$ cat src/rtl/trace_lane_cmp.sv
// Per-lane masked compare of observed outputs against expected values.
//   obs      : observed lanes, lane 0 in LSBs
//   value    : expected lanes, lane 0 in LSBs
//   mask     : 1 = compare this lane
//   mismatch : 1 per lane that is compared and differs
module trace_lane_cmp #(
  parameter int DATA_W  = 8,
  parameter int NUM_SIG = 4
) (
  input  logic [NUM_SIG*DATA_W-1:0] obs,
  input  logic [NUM_SIG*DATA_W-1:0] value,
  input  logic [NUM_SIG-1:0]        mask,
  output logic [NUM_SIG-1:0]        mismatch
);

  always_comb begin
    mismatch = '0;
    for (int i = 0; i < NUM_SIG; i++) begin
      mismatch[i] = mask[i] && (obs[i*DATA_W +: DATA_W] != value[i*DATA_W +: DATA_W]);
    end
  end

endmodule

$ cat config.mk
export PLATFORM = sky130hd
export DESIGN_NAME = trace_lane_cmp
export DESIGN_NICKNAME = d
export VERILOG_FILES = /design/src/rtl/trace_lane_cmp.sv
export SDC_FILE = /design/constraint.sdc
export NUM_CORES = 1
export LEC_CHECK = 0
export CAP_MARGIN = 30
export CORE_ASPECT_RATIO = 1.2
export CORE_UTILIZATION = 22
export DETAILED_ROUTE_END_ITERATION = 8
export GPL_ROUTABILITY_DRIVEN = 1
export GPL_TIMING_DRIVEN = 0
export PLACE_DENSITY = 0.91
export REMOVE_ABC_BUFFERS = 1
export SYNTH_ARGS = -nofsm -noshare
export SYNTH_HDL_FRONTEND = slang
export SYNTH_SLANG_ARGS = --single-unit
$ cat constraint.sdc
create_clock -name vclk -period 2.35
set_input_delay 0.47 -clock vclk [all_inputs]
set_output_delay 0.47 -clock vclk [all_outputs]
set_load 0.03 [all_outputs]
==> flow_metrics.py <==
metrics = {
    "status": {
        "outcome": "finished clean",
    },
    "worst_setup_path": {
        "critPathKind": "in -> out",
        "worstPathMaxFanout": 1,
        "worstSetupStartpoint": "value[15]",
        "critPathLaunchType": "input pin",
        "cp.required_ns": 1.88,
        "end_kind": "primary output",
        "cp_data_arrival_time_ns": 1.82,
    },
    "route": {
        "finalWirelength_mm": 1.60,
        "vias": 608,
        "viasPerCell": 4.57,
        "ant_nets": 0,
        "post_drt_wl_per_cell_microns": 12.0,
        "dr.pass1.iters": 1,
        "drc": 0,
        "drt_iter0_markers": 0,
    },
    "yosys": {
        "synthCells": 44,
        "yosysWarnings": 0,
        "syn_area_sq_um": 360,
        "ys_types": 3,
        "syn_area_per_cell_sq_um": 8.19,
        "ys_seq_area_frac": 0,
    },
    "floorplan": {
        "pin_count": 72,
        "die_w_microns": 38.9,
        "rows": 15,
        "die-area_sq_um": 1800,
        "core_area_sq_um": 1480,
        "die_h_microns": 46.3,
        "start_util": 0.243,
    },
    "power_and_ir_drop": {
        "peakVddDrop_mv": 0.0915,
        "leakage_nw": 0.437,
        "power-per-cell-area_nw_per_um2": 167,
        "totalPowerFinal_w": 0.000181,
    },
    "sta": {
        "period_minus_slack_ns": 2.29,
        "post-route-period-util": 0.976,
        "tns_ns": 0,
        "hold_viol_final": 0,
        "setup_viol": 0,
        "finalWorstSetupSlack_ns": 0.0566,
        "tightest_slew_ns": 0.295,
        "hold_ws_ns": 1.62,
        "worst_slew_margin_rel": 0.802,
        "drv_slew": 0,
        "rsz0062_at_grt": "false",
        "fmax_mhz": 436,
    },
    "min_path": {
        "hold_path.class": "in -> out",
        "hold_depth": 3,
        "hp-start": "mask[2]",
    },
    "final_layout": {
        "clock_buffers": 0,
        "seq_cells": 0,
        "syn2layout_area_growth_pct": 201,
        "fill_cells": 118,
        "seq_area_sq_um": 0,
        "multi_input_area_sq_um": 360,
        "drive_gt1_frac": 0.0259,
        "final_common_cell": "clkdlybuf4s50_1",
        "finalNetCount": 186,
        "final_util": 0.732,
        "antenna_cells": 0,
        "most-common-layout-cells": "68 x clkdlybuf4s50_1, 32 x xor2_1, 8 x nor4_1",
    },
    "placed_design": {
        "dpl.hpwl_mm": 1.57,
        "gp_congestion": 0.606,
        "port_buffers": 72,
        "dpl_worst_slack_ns": -0.237,
    },
    "global_route": {
        "grt_pass1_vias": 629,
        "grt_pass1_wl_mm": 2.31,
        "antenna_found_initial": 0,
        "track_usage": 0.180,
        "overflow": 0,
        "grt_max_degree": 2,
    },
    "clock_tree": {
        "cts_hold_buf": 0,
        "post_cts_buffers": 0,
    },
    "run": {
        "max_cap_viol_count": 0,
    },
}
==> cells by family after synthesis <==
group | after synthesis | synth area share
xor gates and xnor gates | 32 | 0.778
and+or+nand+nor | 8 | 0.139
AOI/OAI and AO/OA | 4 | 0.0833
==> worst max-delay path: stages <==
cell and delay [ns]:
clkdlybuf4s50_1 0.41, xor2_1 0.17, nor4_1 0.30, a21boi_1 0.10, dlygate4sd2_1 0.37
==> metal layers <==
| metal | vias to the layer above | GRT usage | share of wire |
|---|---|---|---|
| met5 | - | 0 | 0 |
| met1 | 260 | 0.147 | 0.28 |
| met2 | 52 | 0.417 | 0.58 |
| met4 | 0 | 0 | 0 |
| li1 | 296 | - | - |
| met3 | 0 | 0.0435 | 0.15 |
==> synthesized netlist by cell type <==
master     n  area, sq um
a21boi_1   4         30.0
xor2_1    32          280
nor4_1     8         50.1
==> worst paths after layout <==
check	endpoint	slack, ns
worst min-delay path	mismatch[2]	1.62
worst max-delay path	mismatch[1]	0.06
==> metrics by stage <==
stage | instance area [sq um] | std cells
after floorplan | 360 | 44
after global placement | 1100 | 133
after detailed placement | 1100 | 133
after CTS | 1100 | 133
after global routing | 1090 | 133
final | 1090 | 133
==> cell type report <==
| cell class | instances | share of cell area |
|---|---|---|
| multi-input combinational | 44 | 0.332 |
| tap | 17 | 0.0196 |
| timing repair buffer | 72 | 0.649 |
==> where the power goes <==
group	internal, W	switching, W	total, W	leakage [nW]
sequential	0	0	0	0
clock	0	0	0	0
combinational	0.000128	0.0000535	0.000181	0.437
total	0.000128	0.0000535	0.000181	0.437
==> timing repair <==
item | 4_1_cts | 5_1_grt
setup endpoints to repair | 4 | 3
resized for setup | 4 | 6
pin swaps | 0 | 0
Note: power is estimated with default switching activity, not from simulation.
